==> src/rtl/fifo_arb_pkg.sv <==
// Shared definitions for the FIFO write arbiter: FSM encoding, stall-counter
// ceiling and default widths.
package fifo_arb_pkg;

    typedef enum logic [1:0] {
        IDLE  = 2'd0,
        GRANT = 2'd1,
        STALL = 2'd2
    } state_e;

    localparam logic [7:0] STALL_MAX      = 8'd255;
    localparam int         DEF_DATO_WIDTH = 3;
    localparam int         DEF_NUM_REQ    = 4;

endpackage

==> src/rtl/rr_pick.sv <==
// Round-robin search: first set req bit after the last winner lp, wrapping
// modulo NUM_REQ. Purely combinational.
module rr_pick
    import fifo_arb_pkg::*;
#(
    parameter  int NUM_REQ = DEF_NUM_REQ,
    localparam int PW      = $clog2(NUM_REQ)
) (
    input  logic [NUM_REQ-1:0] req,
    input  logic [PW-1:0]      lp,
    output logic               any,
    output logic [PW-1:0]      w
);

    // Scan from the farthest candidate down to lp+1 so the nearest one wins last.
    always_comb begin
        // NOTE: every output gets a default before the loop, so no path leaves a latch.
        any = 1'b0;
        w   = '0;
        for (int k = NUM_REQ; k >= 1; k--) begin
            if (req[(int'(lp) + k) % NUM_REQ]) begin
                any = 1'b1;
                w   = PW'((int'(lp) + k) % NUM_REQ);
            end
        end
    end

endmodule

==> src/rtl/fifo_wr_arbiter.sv <==
// Arbitrates NUM_REQ write requesters onto one FIFO write port with a
// round-robin pick, a one-cycle registered strobe and a stall counter.
module fifo_wr_arbiter
    import fifo_arb_pkg::*;
#(
    parameter int DATO_WIDTH = DEF_DATO_WIDTH,
    parameter int NUM_REQ    = DEF_NUM_REQ
) (
    input  logic                          clk,
    input  logic                          rst,
    input  logic [NUM_REQ-1:0]            req,
    input  logic [NUM_REQ*DATO_WIDTH-1:0] datin,
    input  logic                          full,
    output logic [NUM_REQ-1:0]            gnt,
    output logic                          fifo_wr,
    output logic [DATO_WIDTH-1:0]         fifo_datin,
    output logic [7:0]                    stall_cnt
);

    localparam int            PW      = $clog2(NUM_REQ);
    localparam logic [PW-1:0] LP_INIT = PW'(NUM_REQ - 1);

    state_e                  state_q, state_d;
    logic [PW-1:0]           lp_q, lp_d;
    logic [NUM_REQ-1:0]      gnt_q, gnt_d;
    logic                    wr_q, wr_d;
    logic [DATO_WIDTH-1:0]   dat_q, dat_d;
    logic [7:0]              stall_q, stall_d;

    logic                    req_any;
    logic [PW-1:0]           win;
    logic                    grant_now;

    rr_pick #(.NUM_REQ(NUM_REQ)) u_pick (
        .req (req),
        .lp  (lp_q),
        .any (req_any),
        .w   (win)
    );

    // State register and all registered outputs share one asynchronous reset.
    always_ff @(posedge clk or posedge rst) begin
        if (rst) begin
            // NOTE: non-blocking assignments for every flop, so all state samples the same edge.
            state_q <= IDLE;
            lp_q    <= LP_INIT;
            gnt_q   <= '0;
            wr_q    <= 1'b0;
            dat_q   <= '0;
            stall_q <= '0;
        end else begin
            state_q <= state_d;
            lp_q    <= lp_d;
            gnt_q   <= gnt_d;
            wr_q    <= wr_d;
            dat_q   <= dat_d;
            stall_q <= stall_d;
        end
    end

    always_comb begin
        state_d = state_q;
        case (state_q)
            IDLE:    if (req_any) state_d = full ? STALL : GRANT;
            GRANT:   state_d = IDLE;
            STALL: begin
                if (!req_any)  state_d = IDLE;
                else if (!full) state_d = GRANT;
            end
            default: state_d = IDLE;
        endcase
    end

    // full is only looked at here, on the deciding edge, so a strobe never follows a full sample.
    assign grant_now = (state_q == IDLE || state_q == STALL) && req_any && !full;

    always_comb begin
        gnt_d   = '0;
        wr_d    = 1'b0;
        dat_d   = '0;
        lp_d    = lp_q;
        stall_d = stall_q;
        if (grant_now) begin
            gnt_d = NUM_REQ'(1) << win;
            wr_d  = 1'b1;
            dat_d = datin[int'(win) * DATO_WIDTH +: DATO_WIDTH];
            lp_d  = win;
        end
        if (state_q == STALL && req_any && full && stall_q != STALL_MAX) begin
            stall_d = stall_q + 8'd1;
        end
    end

    assign gnt        = gnt_q;
    assign fifo_wr    = wr_q;
    assign fifo_datin = dat_q;
    assign stall_cnt  = stall_q;

endmodule

==> config.mk <==
export PLATFORM = sky130hd
export DESIGN_NAME = fifo_wr_arbiter
export DESIGN_NICKNAME = d
export VERILOG_FILES = /design/src/rtl/fifo_arb_pkg.sv /design/src/rtl/rr_pick.sv /design/src/rtl/fifo_wr_arbiter.sv
export SDC_FILE = /design/constraint.sdc
export NUM_CORES = 1
export LEC_CHECK = 0
export ABC_AREA = 1
export BUFFER_PORTS_ARGS = -buffer_cell sky130_fd_sc_hd__buf_4
export CAP_MARGIN = 20
export CORE_ASPECT_RATIO = 1.1
export CORE_MARGIN = 2
export CORE_UTILIZATION = 40
export DETAILED_ROUTE_END_ITERATION = 16
export PLACE_DENSITY = 0.62
export SETUP_SLACK_MARGIN = 0.1
export SYNTH_ARGS = -nofsm -noshare
export SYNTH_HDL_FRONTEND = slang
export SYNTH_HIERARCHICAL = 1
export SYNTH_SLANG_ARGS = --single-unit
==> constraint.sdc <==
create_clock -name clk -period 2.4 [get_ports clk]
set_input_delay 0.12 -clock clk [delete_from_list [all_inputs] [get_ports clk]]
set_output_delay 0.12 -clock clk [all_outputs]
set_load 0.01 [all_outputs]
-- Word-level counts from Yosys, hierarchy flattened
Cells that the tools add are included.
- bits in registers: 20
- output and inout bits: 16
- add/sub/neg operators: 5
- multiply operators: 1
- $lt $le $gt $ge: 4
- eq/ne operators: 4
- shift-type cells: 2
- mux-type cells: 28
- bitwise gates (word level): 4
- reduce and logical (&&, ||, !) cells: 13
- operators with widths (cell ; count):
    $lt 3x4->1 const B ; 4
    $mux 2 ; 8
    $mux 1 ; 13
    $shiftx 12x5->3 ; 1
    $add 8x1->8 const B ; 1
    $bmux 1 s2 ; 4
    $ne 8x8->1 const B ; 1
    $reduce_or 2->1 ; 4
    $logic_and 1x1->1 ; 5
    $add 2x1->2 const B ; 2
    $add 2x2->2 const B ; 2
    $and 1x1->1 const A ; 4
    $mul 2x2->4 const B ; 1
    $mux 4 ; 1
    $pmux 2 s2 ; 1
    $shl 1x2->4 const A ; 1
    $mux 3 ; 1
    $ne 3x3->1 const B ; 1
    $eq 2x2->1 const B ; 1
    $logic_not 2->1 ; 1
    $ne 2x2->1 const B ; 1
    $reduce_and 2->1 ; 1
    $logic_not 1->1 ; 1
    $logic_or 1x1->1 ; 1

-- Logic depth before layout (Yosys ltp)
Gate-level depths: netlist of run 1.
- depth after elaboration: 13
- gate-level depth with buffers: 15
- gate-level depth less buffers: 14

-- Cells and area by module
Netlist of run 1, hierarchy kept.
- by module, submodules not included (module ; instances ; cells an instance ; area an instance (sq um) ; seq. area each (sq um)):
    fifo_wr_arbiter ; 1 ; 123 ; 974.7 ; 503.0
    rr_pick ; 1 ; 51 ; 246.5 ; 0.0

-- Worst setup path before layout of run 1
No wires, ideal clock.
- path kind: reg-to-reg
- start point: reg lp_q[0]
- end point: reg dat_q[0], in the netlist fifo_datin[0]
- setup time: 127 ps
- arrival: 1606 ps
- required time: 2273 ps
- setup slack: 667 ps
- stages on the path, launching flop included: 11
- buffers on the path: 1
- clock period less this slack: 1733 ps
- path through: dfstp_2 -> buf_6 -> nand2_1 -> o21ai_1 -> nand2_1 -> nand2_1 -> nand3_1 -> a21boi_1 -> inv_1 -> nand3_1 -> a31oi_1
- longest elaborated chain between the ends: 11
- elaborated cells between the ends (all ways): 29
- classes of those cells: add/sub: 4; mul: 1; shift: 1; mux: 21; reduce/logical: 2
- ends and longest elaborated chain (item ; line ; text):
    start: declaration ; fifo_wr_arbiter.sv:24 ; logic [PW-1:0] lp_q, lp_d;
    start signal: assignment ; fifo_wr_arbiter.sv:53 ; lp_q <= lp_d;
    $add 2x1->2 ; rr_pick.sv:21, rr_pick.sv:23 ;
    $bmux 1 s2 ; rr_pick.sv:21 ; if (req[(int'(lp) + k) % NUM_REQ]) begin
    $mux 1 (not written as such) (2 in series) ; rr_pick.sv:21 ;
    $mux 2 (3 in series) ; rr_pick.sv:21 ;
    $mux 2 * ; rr_pick.sv:21 ;
    via win[1] ; fifo_wr_arbiter.sv:31 ; logic [PW-1:0] win;
    $mul 2x2->4 * ; fifo_wr_arbiter.sv:86 ; dat_d = datin[int'(win) * DATO_WIDTH +: DATO_WIDTH];
    $shiftx 12x5->3 * ; fifo_wr_arbiter.sv:86 ;
    $mux 3 * ; fifo_wr_arbiter.sv:83 ; if (grant_now) begin
    via dat_d[0] ; fifo_wr_arbiter.sv:27 ; logic [DATO_WIDTH-1:0] dat_q, dat_d;
    end signal: assignment ; fifo_wr_arbiter.sv:56 ; dat_q <= dat_d;
    end: declaration ; fifo_wr_arbiter.sv:27 ;
Mark *: on every way through the listed nets, which the timed path passes. The rest lies on a longest branch. The select of a mux whose other input is x is not followed.
A chain may end at the register's enable or synchronous reset.

-- Worst setup path in the final report of run 1
- start point: reg lp_q[0]
- end point: reg dat_q[2], in the netlist fifo_datin[2]
The elaborated chain is that of the path after synthesis.

==> results, run 1 <==
- The run finished with clean final reports.
- Sequential elements use 41.2% of the synthesized area.
- The fraction of power consumed by combinational cells is 52.0%.
- In this run the critical register-to-register path is launched from lp_q[0].
- The number of failing hold endpoints at the final stage is 0.
- At the end of routability-driven placement, the weighted congestion stood at 0.838.
- The setup path with the least slack is of type reg -> reg.
- The die covers 3510 sq um.
- The total negative slack for setup checks is 0 ns.
- The cell with the most instances on the worst path is sky130_fd_sc_hd__nand2_1.
- In the final routed layout, each cell accounts on average for 10.0 um.
- The time the final worst path needs with I/O delays and setup is 2.01 ns.
- The count of maximum capacitance violations is 0.
- The required time at the endpoint of the critical path is 2.63 ns.
- Synthesis produced 174 cells.
- The number of DRC violations after detailed-routing iteration 0 is 38.
- The post-layout instance count excluding filler cells is 246.
- The critical path startpoint category is a flop.
- The antenna diode count is 0.
- Buffers placed on the I/O ports in this run total 34.
- The number of detailed-routing iterations run before antenna repair is 4.
- Setup repair after global routing left no endpoint under its margin.
- Cells with a size suffix above 1 make up 29.7% of the layout.
- The aggregate routed wire length is 2470 um.
- The internal portion of the total power is 0.000960 W.
- The share of the clock period used by the worst path after layout is 83.8%.
- The floorplan step set the die width to 56.7 um.
- The net switching power of the design is 0.000761 W.
- The clock arrives with 0.00519 ns of skew.
- The critical path goes through inv_6, nand2_2, nand3_1, nand2_1, inv_1, nand2_1, nand2_1, nand2_1, nand2_1, nor2_1, nand2_1, a31oi_1.
- The initial antenna violation count is 0.
- For the worst setup path, the data arrival time is 2.24 ns.
- At the pin with the least slew margin, the transition time is 0.741 ns.
- The largest fanout on the critical path is 11.
- Clock tree synthesis found a total of 20 sinks.
- The first global-routing pass estimated 4130 um of wire.
- By count the netlist is led by sky130_fd_sc_hd__nand2_1, sky130_fd_sc_hd__inv_1, sky130_fd_sc_hd__dfrtp_1.
- The root buffer cell is sky130_fd_sc_hd__clkbuf_4.
- The slowest cell on the critical path is sky130_fd_sc_hd__dfstp_2.
- The clock tree from TritonCTS is built.
- The clock insertion delay at the later pin of the skew report is 0.30 ns.
- Summed over all nets, the half-perimeter wirelength after detailed placement is 1990 um.
- The cell area after placement is 1500 sq um.
- The headroom to the max-slew limit is 50.6%.
- Across every metal layer, demand over resource in global routing totals 15.4%.
- The post-route cell area is 1580 sq um.
- The number of H-tree levels is 1.
- In this run, the clock network consumes 15.8% of the power.
- The number of placed instances, taps included, is 240.
- The synthesis-to-finish area growth is 29.0%.
- The leftover overflow at the end of global routing is 0.
- For this run, the slowest stage of the critical path takes 0.69 ns.
- The residual DRC count is 0.
- The utilization of the core after routing is 53.1%.
- After synthesis, the cell types taking the most area are sky130_fd_sc_hd__dfrtp_1, sky130_fd_sc_hd__nand2_1, sky130_fd_sc_hd__inv_1.
- Total power for the finished layout comes to 0.00172 W.
- The most frequently used cell type in the post-synthesis netlist is sky130_fd_sc_hd__nand2_1.
- In this run the most critical hold path is launched from datin[1].
- The register clock-pin slew on the reported worst setup and hold paths is 0.12 ns.
- The capturing element type of the critical path is a flop.
- The count of cells resized by post-cts repair is 0.
- The number of buffers added by the clock tree synthesis step is 3.
- The detailed-route via count is 1156.
- The average instance area after synthesis is 7.02 sq um.
- The dominant cell type by area after synthesis is sky130_fd_sc_hd__dfrtp_1.
- The die is 62.0 um tall.
- The number of pins exceeding their max-slew limit in the final report is 0.
- The power density normalized to cell area is 1090 nW/um^2.
- The proportion of netlist area held by the largest area contributor is 36.9%.
- The number of distinct library cells after synthesis is 27.
- The routed via count divided by cell count is 4.70.
- The most critical setup path has its startpoint at lp_q[0].
- Setup violations remaining at the end of the flow were counted as 0.
- The Yosys step of the flow raised 6 warnings.
- The min-delay analysis places its worst path in the category in -> reg.
- Sequential cells burn 32.2% of the power.
- Counting flops and latches in the post-synthesis netlist gives 20.
- The initial utilization of the core area, before any placement, comes to 41.1%.
- The total area inside the core boundary comes to 2970 sq um.
- Counting flops with a built-in enable in the synthesized netlist gives 0.
- IR analysis of the VDD net gives a maximum drop of 573 uV.
- No sink is reached through more buffers than the 2 on the longest clock path.
- The maximum number of pins on one net before global-route repair is 21.
- Summed over all cells, the static leakage comes to 0.871 nW.
- The total I/O pin count is 35.
- The peak clock frequency supported by timing is 497 MHz.
- In this run the core area contains 21 standard-cell rows.
- The number of global-route vias before repair is 1051.
- The synthesized cell area is 1220 sq um.
- The final net count is 233.
- The async set or reset register ratio after synthesis is 100%.
- The switching portion of total power is 44.2%.
- The count of nets left with antenna violations once routing finished came out at 0.
- The number of nets handed over by synthesis was 194.
- The predominant post-synthesis flop cell is sky130_fd_sc_hd__dfrtp_1.
-- critical path: cells and delay by family (launching register included) --
| family | cells | cell delay, ns |
|---|---|---|
| AO/OA/AOI/OAI | 1 | 0.16 |
| AND/OR/NAND/NOR | 9 | 0.98 |
| flip-flops | 1 | 0.69 |
| buffers and inverters | 2 | 0.12 |
-- repair_timing --
| action | in CTS | in global routing |
|---|---|---|
| endpoints found under the hold margin | 19 | 0 |
| hold buffers | 2 | 0 |
| buffers inserted | 0 | 0 |
-- placed cells by master (no fill, tap or decap), types with 2 or more instances in the layout --
master	count
sky130_fd_sc_hd__nand2_1	74
sky130_fd_sc_hd__xnor2_1	2
sky130_fd_sc_hd__a31oi_1	3
sky130_fd_sc_hd__inv_1	19
sky130_fd_sc_hd__nor2_1	9
sky130_fd_sc_hd__dfstp_2	2
sky130_fd_sc_hd__nand2_2	10
sky130_fd_sc_hd__nor2_2	3
sky130_fd_sc_hd__nand3_1	10
sky130_fd_sc_hd__o21ai_1	3
sky130_fd_sc_hd__clkbuf_4	3
sky130_fd_sc_hd__buf_4	34
sky130_fd_sc_hd__dlygate4sd3_1	2
sky130_fd_sc_hd__nor3_1	4
sky130_fd_sc_hd__dfrtp_1	18
sky130_fd_sc_hd__inv_2	3
-- routing by layer --
layer,GRT usage [%],wire (um)
met1,16.9,1030
met2,29.1,1320
met3,2.69,95
met4,7.82,23
met5,0,0
-- path summary, 6_finish.rpt --
path,depth (start not counted),endpoint,slack (ns)
setup reg to reg,12,fifo_datin[2],0.39
max in group asynchronous,3,stall_cnt[7],1.44
hold reg to reg,1,state_q[0],0.53
setup / recovery,12,fifo_datin[2],0.39
hold / removal,3,fifo_datin[1],0.08
min in group asynchronous,3,gnt[2],0.50
-- final cells by class --
type	instances	area, sq um
Timing Repair Buffer	36	275
Tap cell	34	42.5
Clock buffer	3	22.5
Multi-Input combinational cell	128	604
Fill cell	282	1390
Sequential cell	20	503
Inverter	24	97.6
Clock inverter	1	30.0
-- power groups by stage --
| stage | combinational, W | clock, W | sequential (W) |
|---|---|---|---|
| 2_1_floorplan | 0.000653 | 0 | 0.000558 |
| 3_3_place_gp | 0.000867 | 0 | 0.000559 |
| 3_5_place_dp | 0.000891 | 0 | 0.000562 |
| 4_1_cts | 0.000896 | 0.000281 | 0.000555 |
| 5_1_grt | 0.00101 | 0.000293 | 0.000577 |
| 6_report | 0.000895 | 0.000271 | 0.000554 |
-- through the flow --
stage / hold WS, ns / setup slack (ns)
finish: 0.0810 / 0.388
global route: 0.0764 / 0.170
CTS: 0.0707 / 0.401
detailed placement: 0.305 / 0.423
global placement: 0.296 / 0.498
floorplan: 0.0823 / 0.667
-- state kept, by name, indices dropped and copies added (netlist names) --
signal and flops:
gnt 4, state_q 2, lp_q 2, fifo_datin 3
stall_cnt 8, fifo_wr 1
-- cell families after synthesis --
| group | share of synthesized area, % |
|---|---|
| flip-flops | 41.2 |
| AO/OA/AOI/OAI | 4.51 |
| XOR/XNOR | 2.15 |
| adder cells (fa/ha/maj) | 1.02 |
| AND/OR/NAND/NOR | 41.8 |
| buffers and inverters | 9.32 |
Note: power is estimated with default switching activity, not from simulation.
==> run 2: changes to the inputs <==
- PLACE_DENSITY: 0.62 -> 0.65
- clock period: 2.4 -> 1.7 ns (I/O delays scaled with it)
==> results, run 2 (synthesized netlist as in run 1, its figures left out) <==
- Result of the run: complete, but fails checks (was completed).
- The checks that failed: negative setup slack.
- The critical path startpoint category is a flop (unchanged).
- The launch point of the critical path is lp_q[0] (unchanged).
- The number of pins exceeding their max-slew limit in the final report was 0 (unchanged).
- The deepest clock path buffer count is 2 (unchanged).
- The routed length on met2 was 1630 um (was 1320 um).
- The clock tree from TritonCTS is built (unchanged).
- The total stage count of the critical path is 15 (was 12).
- The wire length on met3 is 88 um (was 95 um).
- The leakage power figure is 0.990 nW (was 0.871 nW).
- The register clock-pin slew on the reported worst setup and hold paths came to 0.11 ns (was 0.12 ns).
- The post-detailed-route count of antenna-violating nets is 0 (unchanged).
- The detailed-route via count came to 1253 (was 1156).
- The count of endpoints failing setup in the final report is 4 (was 0).
- The routed length per placed instance is 11.2 um (was 10.0 um).
- The power consumption is 0.00320 W (was 0.00172 W).
- The number of clock sinks was 20 (unchanged).
- The count of maximum capacitance violations is 0 (unchanged).
- The post-route cell area was 1860 sq um (was 1580 sq um).
- The critical path capture point was fifo_datin[2] (unchanged).
- The peak clock frequency supported by timing is 568 MHz (was 497 MHz).
- The slowest cell on the critical path was sky130_fd_sc_hd__dfstp_2 (unchanged).
- The leftover overflow at the end of global routing was 0 (unchanged).
- The headroom to the max-slew limit came to 50.3% (was 50.6%).
- The number of failing hold endpoints at the final stage came to 0 (unchanged).
- Critical-path cell list: buf_6, inv_8, nand2_2, nand2_2, nand2_2, nand2_2, nand2_2, nand2_2, nand2_2, nand2_4, inv_2, nand2_1, nand2_1, nand2_1, a31oi_1 (was inv_6, nand2_2, nand3_1, nand2_1, inv_1, nand2_1, nand2_1, nand2_1, nand2_1, nor2_1, nand2_1, a31oi_1).
- The total buffers and inverters traversed by the critical path is 3 (was 2).
- The fill cell instance count of the final layout is 264 (was 282).
- The actual transition at the worst max-transition pin is 0.745 ns (was 0.741 ns).
- The synthesis-to-finish area growth is 52.6% (was 29.0%).
- The total routing usage reported by global routing is 17.5% (was 15.4%).
- The capture point of the worst reg-to-reg path is fifo_datin[2] (unchanged).
- The share of the clock period used by the worst path after layout came to 103% (was 83.8%).
- The uppermost layer routed is met4 (unchanged).
- The number of detailed-routing iterations run before antenna repair is 4 (unchanged).
- The worst setup skew after layout is 0.00870 ns (was 0.00519 ns).
- The number of DRC violations after detailed-routing iteration 0 is 32 (was 38).
- The category of the critical setup timing path is reg -> reg (unchanged).
- The power density normalized to cell area is 1720 nW/um^2 (was 1090 nW/um^2).
- The initial antenna violation count is 0 (unchanged).
- The antenna diode count came to 0 (unchanged).
- The category of cells accounting for the largest share of critical-path delay is simple AND/OR/NAND/NOR gates (unchanged).
- Most frequent cells in the layout: sky130_fd_sc_hd__nand2_1, sky130_fd_sc_hd__buf_4, sky130_fd_sc_hd__nand2_2 (was sky130_fd_sc_hd__nand2_1, sky130_fd_sc_hd__buf_4, sky130_fd_sc_hd__inv_1).
- The number of rows in the core area is 21 (unchanged).
- The number of H-tree levels came to 1 (unchanged).
- The most common cell after layout, fill and taps aside is sky130_fd_sc_hd__nand2_1 (unchanged).
- The final hold slack is 0.0502 ns (was 0.0810 ns).
- The final weighted congestion in routability-driven placement came to 0.802 (was 0.838).
- The root buffer cell is sky130_fd_sc_hd__clkbuf_4 (unchanged).
- The worst endpoint data arrival time is 1.98 ns (was 2.24 ns).
- The wire length on met1 is 1150 um (was 1030 um).
- The number of buffer cells added on primary ports is 34 (unchanged).
- The flip-flop count of the largest register, all copies and words added was 8 (unchanged).
- The aggregate routed wire length came to 2940 um (was 2470 um).
- The total negative slack for setup checks is -0.166 ns (was 0 ns).
- The number of global-route vias before repair is 1190 (was 1051).
- The starting density of the core is 41.1% (unchanged).
- The worst path setup slack after routing came to -0.0593 ns (was 0.388 ns).
- The die width was 56.7 um (unchanged).
- The largest vdd supply drop is 1390 uV (was 573 uV).
- The worst hold path class is in -> reg (unchanged).
- The floorplan die area was 3510 sq um (unchanged).
- The area of the core is 2970 sq um (unchanged).
- The clock insertion delay at the later pin of the skew report came to 0.29 ns (was 0.30 ns).
- The worst hold path startpoint is datin[1] (unchanged).
- The time the final worst path needs with I/O delays and setup was 1.76 ns (was 2.01 ns).
- The routed via count divided by cell count was 4.76 (was 4.70).
- The final net count was 250 (was 233).
- The die span in y is 62.0 um (unchanged).
- The register-to-register path setup slack is -0.06 ns (was 0.39 ns).
- The count of cells along the worst register-to-register path was 15 (was 12).
- Setup repair after global routing missed its margin: true (was false).
- The critical path's largest stage delay was 0.55 ns (was 0.69 ns).
- The number of buffers added by the clock tree synthesis step was 3 (unchanged).
- The required time at the endpoint of the critical path is 1.92 ns (was 2.63 ns).
- The maximum number of pins on one net before global-route repair is 21 (unchanged).
- The post-placement worst setup slack was -0.243 ns (was 0.423 ns).
- The fraction of layout instances using a drive strength above 1 is 48.0% (was 29.7%).
- The cell with the most instances on the worst path is sky130_fd_sc_hd__nand2_2 (was sky130_fd_sc_hd__nand2_1).
- The global-route wire length before repair is 4820 um (was 4130 um).
- The capturing element type of the critical path is a flop (unchanged).
- The total I/O pin count was 35 (unchanged).
- The residual DRC count is 0 (unchanged).
- The largest fanout on the critical path is 7 (was 11).
- The cell area after placement is 1600 sq um (was 1500 sq um).
- The detailed placer's ending HPWL came to 2090 um (was 1990 um).
- The startpoint of the most critical register-to-register path is lp_q[0] (unchanged).
run 2: through the flow:
stage	instances	util, %
after floorplan	174	-
after global routing	263	62.7
after global placement	249	53.7
final	263	62.7
after CTS	261	60.8
after detailed placement	249	53.7
run 2: final cells by class:
cell class / count / area, sq um / share of cell area [%]
Clock buffer: 4 / 36.3 / 1.95
Timing Repair Buffer: 52 / 418 / 22.4
Inverter: 24 / 100 / 5.37
Sequential cell: 20 / 503 / 27.0
Tap cell: 34 / 42.5 / 2.28
Multi-Input combinational cell: 129 / 763 / 41.0
run 2: how the worst min path moves through the flow:
stage	endpoint	slack (ns)	depth (start not counted)
finish	fifo_datin[1]	0.05	3
global placement	gnt[0]	0.25	2
CTS	fifo_datin[1]	0.04	3
global route	fifo_datin[1]	0.06	3
detailed placement	gnt[2]	0.27	2
floorplan	fifo_datin[0]	0.05	1
run 2: per-layer routing:
metal / GRT usage, % / vias up
met5: 0 / -
met4: 6.80 / 0
met3: 2.48 / 6
met2: 36.0 / 28
met1: 18.2 / 572
li1: - / 647
run 2: what timing repair did:
action	in CTS	in global routing
resized for setup	34	10
buffers inserted	5	2
hold endpoints to repair	20	0
hold buffers	2	0
cloned	1	0
pin swaps	24	7
setup endpoints to repair	17	17
run 2: power by group:
part           internal (W)  switching (W)
Clock              0.000130       0.000133
Combinational       0.00102        0.00117
Sequential         0.000626       0.000125
run 2: worst min-delay path: stages:
cell                      delay, ns
sky130_fd_sc_hd__buf_4         0.11
sky130_fd_sc_hd__nand2_1       0.05
sky130_fd_sc_hd__a31oi_1       0.07
==> run 3: changes to the inputs <==
- GPL_TIMING_DRIVEN: unset -> 0
==> results, run 3 (synthesized netlist as in run 1, its figures left out) <==
- The number of rows in the core area is 21 (unchanged).
- The detailed placer's ending HPWL was 1990 um (was 2090 um).
- The met2 layer usage reported by global route is 32.9% (was 36.0%).
- The detailed-route via count is 1223 (was 1253).
- The number of global-route vias before repair is 1101 (was 1190).
- The power consumption is 0.00311 W (was 0.00320 W).
- The antenna diode count was 0 (unchanged).
- The die width is 56.7 um (unchanged).
- The share of the clock period used by the worst path after layout was 107% (was 103%).
- The count of endpoints failing setup in the final report is 8 (was 4).
- The clock tree from TritonCTS is built (unchanged).
- The number of DRC violations after detailed-routing iteration 0 is 51 (was 32).
- The most common cell after layout, fill and taps aside is sky130_fd_sc_hd__nand2_1 (unchanged).
- The root buffer cell was sky130_fd_sc_hd__clkbuf_4 (unchanged).
- Violated checks: negative setup slack (unchanged).
- The post-placement worst setup slack came to -0.141 ns (was -0.243 ns).
- The largest vdd supply drop is 1150 uV (was 1390 uV).
- The busiest layer in global routing is met2 (unchanged).
- The final weighted congestion in routability-driven placement is 0.894 (was 0.802).
- The time the final worst path needs with I/O delays and setup was 1.83 ns (was 1.76 ns).
- The maximum number of pins on one net before global-route repair is 21 (unchanged).
- The capturing element type of the critical path was a flop (unchanged).
- The initial antenna violation count is 0 (unchanged).
- The worst hold path class is in -> reg (unchanged).
- The worst endpoint data arrival time came to 2.05 ns (was 1.98 ns).
- The required time at the endpoint of the critical path is 1.92 ns (about the same).
- The multi-input gate area in the final layout came to 714 sq um (was 763 sq um).
- The number of clock sinks is 20 (unchanged).
- The number of failing hold endpoints at the final stage is 0 (unchanged).
- The count of maximum capacitance violations came to 0 (unchanged).
- The fill cell instance count of the final layout is 255 (was 264).
- The area of the core is 2970 sq um (unchanged).
- The synthesis-to-finish area growth is 47.3% (was 52.6%).
- The starting density of the core is 41.1% (unchanged).
- The fraction of met3 tracks used by global routing is 1.86% (was 2.48%).
- The global routing usage on met1 is 17.6% (was 18.2%).
- The deepest clock path buffer count is 2 (unchanged).
- The global-route wire length before repair is 4450 um (was 4820 um).
- The total I/O pin count is 35 (unchanged).
- The post-detailed-route count of antenna-violating nets came to 0 (unchanged).
- The leftover overflow at the end of global routing is 0 (unchanged).
- The final net count is 245 (was 250).
- The number of buffers added by the clock tree synthesis step is 3 (unchanged).
- The category of the critical setup timing path is reg -> reg (unchanged).
- The routed via count divided by cell count is 4.74 (was 4.76).
- Setup repair after global routing missed its margin: true (unchanged).
- The number of detailed-routing iterations run before antenna repair is 4 (unchanged).
- The largest fanout on the critical path is 7 (unchanged).
- The combined flip-flop and latch cell area is 503 sq um (unchanged).
- The cell area after placement is 1550 sq um (was 1600 sq um).
- The register clock-pin slew on the reported worst setup and hold paths is 0.12 ns (was 0.11 ns).
- The post-layout instance count excluding filler cells is 258 (was 263).
- The actual transition at the worst max-transition pin is 0.757 ns (was 0.745 ns).
- The utilization of the core after routing was 60.6% (was 62.7%).
- The number of H-tree levels is 1 (unchanged).
- The power density normalized to cell area came to 1730 nW/um^2 (was 1720 nW/um^2).
- The placed instance count is 242 (was 249).
- The number of pins exceeding their max-slew limit in the final report is 0 (unchanged).
- The worst setup skew after layout was 0.00846 ns (was 0.00870 ns).
- The residual DRC count is 0 (unchanged).
- The flip-flop count of the largest register, all copies and words added came to 8 (unchanged).
- Result of the run: complete, but fails checks (unchanged).
- The clock insertion delay at the later pin of the skew report was 0.30 ns (was 0.29 ns).
- The aggregate routed wire length is 2890 um (was 2940 um).
- The floorplan die area is 3510 sq um (unchanged).
- The peak clock frequency supported by timing is 548 MHz (was 568 MHz).
- The headroom to the max-slew limit is 49.5% (was 50.3%).
- The routed length per placed instance is 11.2 um (about the same).
- The post-route cell area came to 1800 sq um (was 1860 sq um).
- The number of buffer cells added on primary ports came to 34 (unchanged).
- The critical path startpoint category was a flop (unchanged).
- The die span in y came to 62.0 um (unchanged).
- Most frequent cells in the layout: sky130_fd_sc_hd__nand2_1, sky130_fd_sc_hd__buf_4, sky130_fd_sc_hd__nand2_2 (unchanged).
- The worst path setup slack after routing is -0.126 ns (was -0.0593 ns).
- The leakage power figure is 0.966 nW (was 0.990 nW).
- The fraction of layout instances using a drive strength above 1 came to 43.3% (was 48.0%).
- The total routing usage reported by global routing is 16.0% (was 17.5%).
## run 3: cell types whose count changed in the layout (fill, tap and decap cells not counted), sizes merged
cell,before,now
buf,50,44
bufinv,0,1
## run 3: worst paths after layout
path	slack (ns)	end	depth (start not counted)	from
setup / recovery	-0.13	fifo_datin[1]	13	lp_q[0]
hold / removal	0.05	fifo_datin[0]	3	datin[0]
setup reg to reg	-0.13	fifo_datin[1]	13	lp_q[0]
hold reg to reg	0.51	lp_q[0]	2	lp_q[0]
max in group asynchronous	0.75	stall_cnt[7]	3	rst
min in group asynchronous	0.47	fifo_datin[1]	3	rst
## run 3: layer usage
layer	routed length [um]	share of wire, %
met1	1140	39
met2	1610	56
met5	0	0
met4	34	1.2
met3	101	3.5
## run 3: metrics by stage
stage | TNS (ns) | hold slack (ns)
floorplan | 0 | 0.0473
global placement | -0.289 | 0.248
detailed placement | -0.433 | 0.272
CTS | -0.533 | 0.0381
global route | -2.13 | 0.0443
finish | -0.554 | 0.0528
## run 3: report_power, final
group          switching, W  internal [W]  total, W
Clock              0.000149      0.000238  0.000387
Sequential         0.000137      0.000627  0.000764
Combinational       0.00103      0.000924   0.00196
## run 3: critical path: stages (launching register included)
cell	delay, ns
sky130_fd_sc_hd__dfstp_2	0.59
sky130_fd_sc_hd__buf_8	0.14
sky130_fd_sc_hd__inv_8	0.05
sky130_fd_sc_hd__nand2_4	0.06
sky130_fd_sc_hd__and2_4	0.15
sky130_fd_sc_hd__nor2_4	0.04
sky130_fd_sc_hd__nor2_1	0.09
sky130_fd_sc_hd__nand3_1	0.09
sky130_fd_sc_hd__nand2_2	0.09
sky130_fd_sc_hd__buf_6	0.12
sky130_fd_sc_hd__nand2_1	0.05
sky130_fd_sc_hd__nand2_1	0.05
sky130_fd_sc_hd__nand2_1	0.05
sky130_fd_sc_hd__a31oi_1	0.17
## run 3: area by class of cell
cell class                 count  area share (%)
multi-input combinational    129            39.7
clock buffer                   3            1.25
buffer                         2            1.46
inverter                      24            5.70
timing repair buffer          45            19.9
clock inverter                 1            1.67
sequential                    20            28.0
tap                           34            2.36
## run 3: timing repair
item	in CTS	in global routing
endpoints found under the hold margin	20	0
hold buffers	2	0
setup buffers	7	0
cloned	1	2
resized for setup	10	16
pin swaps	4	12
endpoints found under the setup margin	17	17
